File: src/rtl/hm_pkg.sv
// Shared types and widths for the host-memory read sequencer.
package hm_pkg;

   localparam int unsigned HM_ADDR_W = 64;
   localparam int unsigned HM_CNT_W  = 16;

   typedef enum logic [2:0] {
      HM_IDLE,
      HM_ISSUE,
      HM_WAIT_TX,
      HM_WAIT_RX,
      HM_NEXT,
      HM_FINISH
   } hm_state_e;

   // Progress of the scan in flight: next request address and reads still owed.
   typedef struct packed {
      logic [HM_ADDR_W-1:0] addr;
      logic [HM_CNT_W-1:0]  remaining;
   } hm_scan_t;

endpackage

File: src/rtl/hm_sched_timer.sv
// Loadable down-counter; expired_c is high while the count sits at zero.
module hm_sched_timer #(
   parameter int unsigned W = 16
) (
   input  logic         clk_i,
   input  logic         rst_i,
   input  logic         load_i,
   input  logic [W-1:0] load_val_i,
   input  logic         en_i,
   output logic         expired_c
);

   logic [W-1:0] cnt_q, cnt_d;

   always_comb begin
      cnt_d = cnt_q;
      if (load_i) begin
         cnt_d = load_val_i;
      end else if (en_i && (cnt_q != '0)) begin
         cnt_d = cnt_q - W'(1);
      end
   end

   always_ff @(posedge clk_i or posedge rst_i) begin
      if (rst_i) begin
         cnt_q <= '0;
      end else begin
         cnt_q <= cnt_d;
      end
   end

   assign expired_c = (cnt_q == '0);

endmodule

File: src/rtl/hm_sched.sv
// Host-memory read sequencer: one outstanding read at a time through hm_tx,
// advancing the address after each completion, with abort and timeout exits.
module hm_sched
   import hm_pkg::*;
#(
   parameter int unsigned STRIDE_LOG2 = 12,
   parameter int unsigned TIMEOUT     = 1024
) (
   input  logic                 sys_clk,
   input  logic                 sys_rst,
   input  logic                 go,
   input  logic                 abort,
   input  logic [HM_ADDR_W-1:0] base_addr,
   input  logic [HM_CNT_W-1:0]  n_reads,
   output logic                 busy,
   output logic                 done,
   output logic                 err_timeout,
   output logic [HM_CNT_W-1:0]  reads_done,
   output logic                 tx_start,
   output logic [HM_ADDR_W-1:0] hm_addr,
   input  logic                 tx_end,
   input  logic                 rx_end
);

   localparam logic [HM_ADDR_W-1:0] STRIDE   = HM_ADDR_W'(1) << STRIDE_LOG2;
   localparam logic [HM_CNT_W-1:0]  TMO_LOAD = HM_CNT_W'(TIMEOUT - 1);

   hm_state_e           state_q, state_d;
   hm_scan_t            scan_q, scan_d;
   logic [HM_CNT_W-1:0] reads_done_q, reads_done_d;
   logic                busy_q, busy_d;
   logic                done_q, done_d;
   logic                err_q, err_d;
   logic                tx_start_q, tx_start_d;
   logic                tmo_load, tmo_en, tmo_expired;

   // Timer is armed on the WAIT_TX -> WAIT_RX hand-off and runs only in WAIT_RX.
   assign tmo_load = (state_q == HM_WAIT_TX) && tx_end;
   assign tmo_en   = (state_q == HM_WAIT_RX);

   hm_sched_timer #(
      .W (HM_CNT_W)
   ) u_timer (
      .clk_i      (sys_clk),
      .rst_i      (sys_rst),
      .load_i     (tmo_load),
      .load_val_i (TMO_LOAD),
      .en_i       (tmo_en),
      .expired_c  (tmo_expired)
   );

   always_ff @(posedge sys_clk or posedge sys_rst) begin
      if (sys_rst) begin
         state_q <= HM_IDLE;
      end else begin
         state_q <= state_d;
      end
   end

   // Abort beats a same-cycle completion in WAIT_RX; a completion beats expiry.
   always_comb begin
      state_d = state_q;
      case (state_q)
         HM_IDLE: begin
            if (go) begin
               state_d = (n_reads == '0) ? HM_FINISH : HM_ISSUE;
            end
         end
         HM_ISSUE:   state_d = HM_WAIT_TX;
         HM_WAIT_TX: begin
            if (tx_end) begin
               state_d = HM_WAIT_RX;
            end
         end
         HM_WAIT_RX: begin
            if (abort) begin
               state_d = HM_FINISH;
            end else if (rx_end) begin
               state_d = HM_NEXT;
            end else if (tmo_expired) begin
               state_d = HM_FINISH;
            end
         end
         HM_NEXT: begin
            if ((scan_q.remaining != '0) && !abort) begin
               state_d = HM_ISSUE;
            end else begin
               state_d = HM_FINISH;
            end
         end
         HM_FINISH:  state_d = HM_IDLE;
         default:    state_d = HM_IDLE;
      endcase
   end

   always_comb begin
      busy_d       = (state_d != HM_IDLE);
      done_d       = (state_d == HM_FINISH);
      tx_start_d   = (state_d == HM_ISSUE);
      scan_d       = scan_q;
      reads_done_d = reads_done_q;
      err_d        = err_q;
      if ((state_q == HM_IDLE) && go) begin
         scan_d.addr      = base_addr;
         scan_d.remaining = n_reads;
         reads_done_d     = '0;
         err_d            = 1'b0;
      end
      if ((state_q == HM_WAIT_RX) && (state_d == HM_NEXT)) begin
         scan_d.addr      = scan_q.addr + STRIDE;
         scan_d.remaining = scan_q.remaining - HM_CNT_W'(1);
         reads_done_d     = reads_done_q + HM_CNT_W'(1);
      end
      if ((state_q == HM_WAIT_RX) && (state_d == HM_FINISH) && !abort) begin
         err_d = 1'b1;
      end
   end

   always_ff @(posedge sys_clk or posedge sys_rst) begin
      if (sys_rst) begin
         scan_q       <= '0;
         reads_done_q <= '0;
         busy_q       <= 1'b0;
         done_q       <= 1'b0;
         err_q        <= 1'b0;
         tx_start_q   <= 1'b0;
      end else begin
         scan_q       <= scan_d;
         reads_done_q <= reads_done_d;
         busy_q       <= busy_d;
         done_q       <= done_d;
         err_q        <= err_d;
         tx_start_q   <= tx_start_d;
      end
   end

   assign busy        = busy_q;
   assign done        = done_q;
   assign err_timeout = err_q;
   assign reads_done  = reads_done_q;
   assign tx_start    = tx_start_q;
   assign hm_addr     = scan_q.addr;

endmodule

File: config.mk
export PLATFORM = sky130hd
export DESIGN_NAME = hm_sched
export DESIGN_NICKNAME = d
export VERILOG_FILES = /design/src/rtl/hm_pkg.sv /design/src/rtl/hm_sched_timer.sv /design/src/rtl/hm_sched.sv
export SDC_FILE = /design/constraint.sdc
export NUM_CORES = 1
export LEC_CHECK = 0
export CORE_ASPECT_RATIO = 0.8
export CORE_MARGIN = 1.5
export CORE_UTILIZATION = 50
export DETAILED_ROUTE_END_ITERATION = 7
export GPL_ROUTABILITY_DRIVEN = 0
export PLACE_DENSITY = 0.81
export SETUP_SLACK_MARGIN = 0.1
export SYNTH_ARGS = -nofsm -noshare
export SYNTH_HDL_FRONTEND = slang
export SYNTH_SLANG_ARGS = --single-unit
File: constraint.sdc
create_clock -name sys_clk -period 4.64 [get_ports sys_clk]
set_input_delay 0.928 -clock sys_clk [delete_from_list [all_inputs] [get_ports sys_clk]]
set_output_delay 0.928 -clock sys_clk [all_outputs]
set_load 0.02 [all_outputs]
==> impl_metrics.toml <==
[run_status]
status = "completed"

[routing]
dr.pass1.iters = 5
route.detailed.drc = 0
drtIter0Drc = 553
routed-via-count = 6531
drt-total-wl_mm = 19.2
ant_nets = 0
wire_per_inst_um = 17.8
routed_via_density = 6.04

[clock_tree]
cts_tree = "yes"
cts_root_buf = "clkbuf_16"
cts-resized-gates = 0
cts-hold-fix-buffers = 0
cts_made_buffers = 17
h-tree-depth = 4
path_clk_slew_ns = 0.05
clock_tree.buffer_depth = 2
clock_latency_ns = 0.41
clock_sinks = 119
post_cts_buffers = 0

[hold_path]
hp-start = "hm_addr[5]"
holdCritPathClass = "register to register"

[critical_path]
cp.required_ns = 4.93
rrSetupSlack_ns = 1.68
critical-path-slowest-cell = "nor2_1"
startpoint = "abort"
path_cells = "clkdlybuf4s50_1, nand3b_1, nor2_2, buf_4, nor2_1, o21ai_0, o311ai_0"
crit_type = "primary input to register"
rr_startpoint = "state_q[2]"
crit_fanout = 22
critPathMaxStageDelay_ns = 0.98
end_kind = "register"
cp-start-kind = "primary input"
critPathTopFamily = "simple AND/OR/NAND/NOR gates"
critPathArrivalTime_ns = 3.66
critPathBufInv = 2

[pwr]
power.leakage_nw = 3.68
peakVddDrop_mv = 0.343
p_per_area_nw_per_um2 = 612

[synthesis]
synth_enable_flop_cells = 0
ys_warn_count = 0
async_flop_share_pct = 100
synth_common_cells = "nand2_1, dfrtp_1, nand3_1"
yosysSeqAreaShare_pct = 42.9
synthDistinctLibCells = 58
synth.ff_latch_count = 119
ys.flop_type = "dfrtp_1"
syn_area_sq_um = 6950
syn_inst = 789
netlist_top_cells_area = "dfrtp_1, nand2_1, buf_4"
synth_top_area_cell = "dfrtp_1"
syn-num-nets = 879
syn_avg_cell_area_sq_um = 8.81
synth_top_area_share_pct = 42.9
yosysMostFrequentCell = "nand2_1"

[finish]
insertedDiodeCount = 0
fin_nets = 980
seqCellArea_sq_um = 2980
area_growth_pct = 30.1
drive_above_1_share_pct = 6.10
multi_input_area_sq_um = 3290
num-fill-cells = 1104

[floorplan]
die_w_um = 135
fp-row-count = 38
die_area_sq_um = 14600
die_y_um = 108
initial_core_util_pct = 51.3
ios = 170
coreArea_sq_um = 13600

[sta]
worst_pin_slew_ns = 1.27
finalCritPeriodShare_pct = 72.6
setup_viol = 0
fin_crit_ns = 3.37
hold_violations = 0
hold_slack_ns = 0.473
fin_skew_ns = 0.0112
fmax_mhz = 297
setup-tns-final_ns = 0
rsz0062_at_grt = "false"
slew_violations = 0
max-slew-margin-rel_pct = 15.2

[grt]
antenna_found_initial = 0
grt_usage_pct = 27.5
grt_pass1_wl_mm = 31.6
grt_max_degree = 75
grt_pass1_vias = 6072
overflow = 0

[place]
dp.final_hpwl_mm = 12.9
portBuffers = 169

[job]
drv_cap = 0
[cell type report]
type	count	area share (%)
Multi-Input combinational cell	555	36.4
Sequential cell	119	32.9
Timing Repair Buffer	183	20.1
Clock buffer	23	5.29
Tap cell	180	2.49
Clock inverter	8	2.13
Inverter	14	0.609
[path summary, 6_finish.rpt]
| path | to | cells after the start |
|---|---|---|
| worst max-delay path | hm_addr[21] | 7 |
| worst min register to register | hm_addr[5] | 2 |
| worst max register to register | hm_addr[21] | 6 |
| worst min-delay path | hm_addr[5] | 2 |
| max in group asynchronous | hm_addr[45] | 3 |
| min in group asynchronous | u_timer.cnt_q[12] | 2 |
[power breakdown]
part	total (mW)	internal, mW	leakage [nW]	switching [mW]
registers	1.90	1.41	1.49	0.490
logic	2.13	0.978	1.87	1.15
clock network	1.51	1.05	0.323	0.461
[layout by cell type (no fill, tap or decap), types with 4 or more instances in the layout]
master	n
nand4_1	23
clkdlybuf4s50_1	169
and4_1	14
nand2b_1	7
nor3_1	18
a21oi_1	14
a22oi_1	8
dfrtp_1	119
a21o_1	4
o211ai_1	35
nand3_1	66
nor4_1	9
clkbuf_16	17
inv_1	13
nand2_1	143
buf_4	12
or3_1	10
mux2i_1	17
and2_1	7
xor2_1	7
o21ai_0	34
and3_1	14
bufinv_16	6
o311ai_0	16
nor2_1	36
a221o_1	13
a31oi_1	4
ha_1	4
or4_1	11
[worst min-delay path: cells and delay by family, from the launching register on]
| kind | cells | cell delay (ns) |
|---|---|---|
| AND/OR/NAND/NOR | 2 | 0.10 |
| flip-flops | 1 | 0.34 |
[through the flow]
stage | setup slack (ns) | cell area (sq um) | power [mW] | utilization, % | cells
after global routing | 1.01 | 9040 | 5.85 | 66.7 | 1082
after CTS | 1.35 | 9040 | 5.54 | 66.7 | 1082
after floorplan | 0.555 | 6950 | 3.37 | - | 789
after detailed placement | 0.937 | 8370 | 4.00 | 61.8 | 1051
after global placement | 1.08 | 8370 | 3.94 | 61.8 | 1051
final | 1.27 | 9040 | 5.53 | 66.7 | 1082
[state kept, by name (all words and copies together), names as in the netlist]
name,flops
reads_done,16
u_timer.cnt_q,16
hm_addr,64
state_q,3
tx_start,1
err_timeout,1
done,1
scan_q,16
busy,1
[per-layer routing]
layer	part of all wire, %	vias up	track usage, %
met4	1.4	0	7.45
met1	45	3132	39.8
met3	8.4	29	6.00
met2	45	322	41.8
met5	0	-	0
li1	-	3048	-
[kinds of logic (layout without fill, tap and decap cells)]
group           Yosys count  count (layout)  synth area share, %
compound gates          144             144                 14.8
flops                   119             119                 42.9
fa+ha+maj                 4               4                0.720
simple gates            380             380                 28.0
buf+inv                 115             228                 9.96
xor+xnor                 10              10                 1.26
mux                      17              17                 2.45
(Power assumes the default switching activity.)
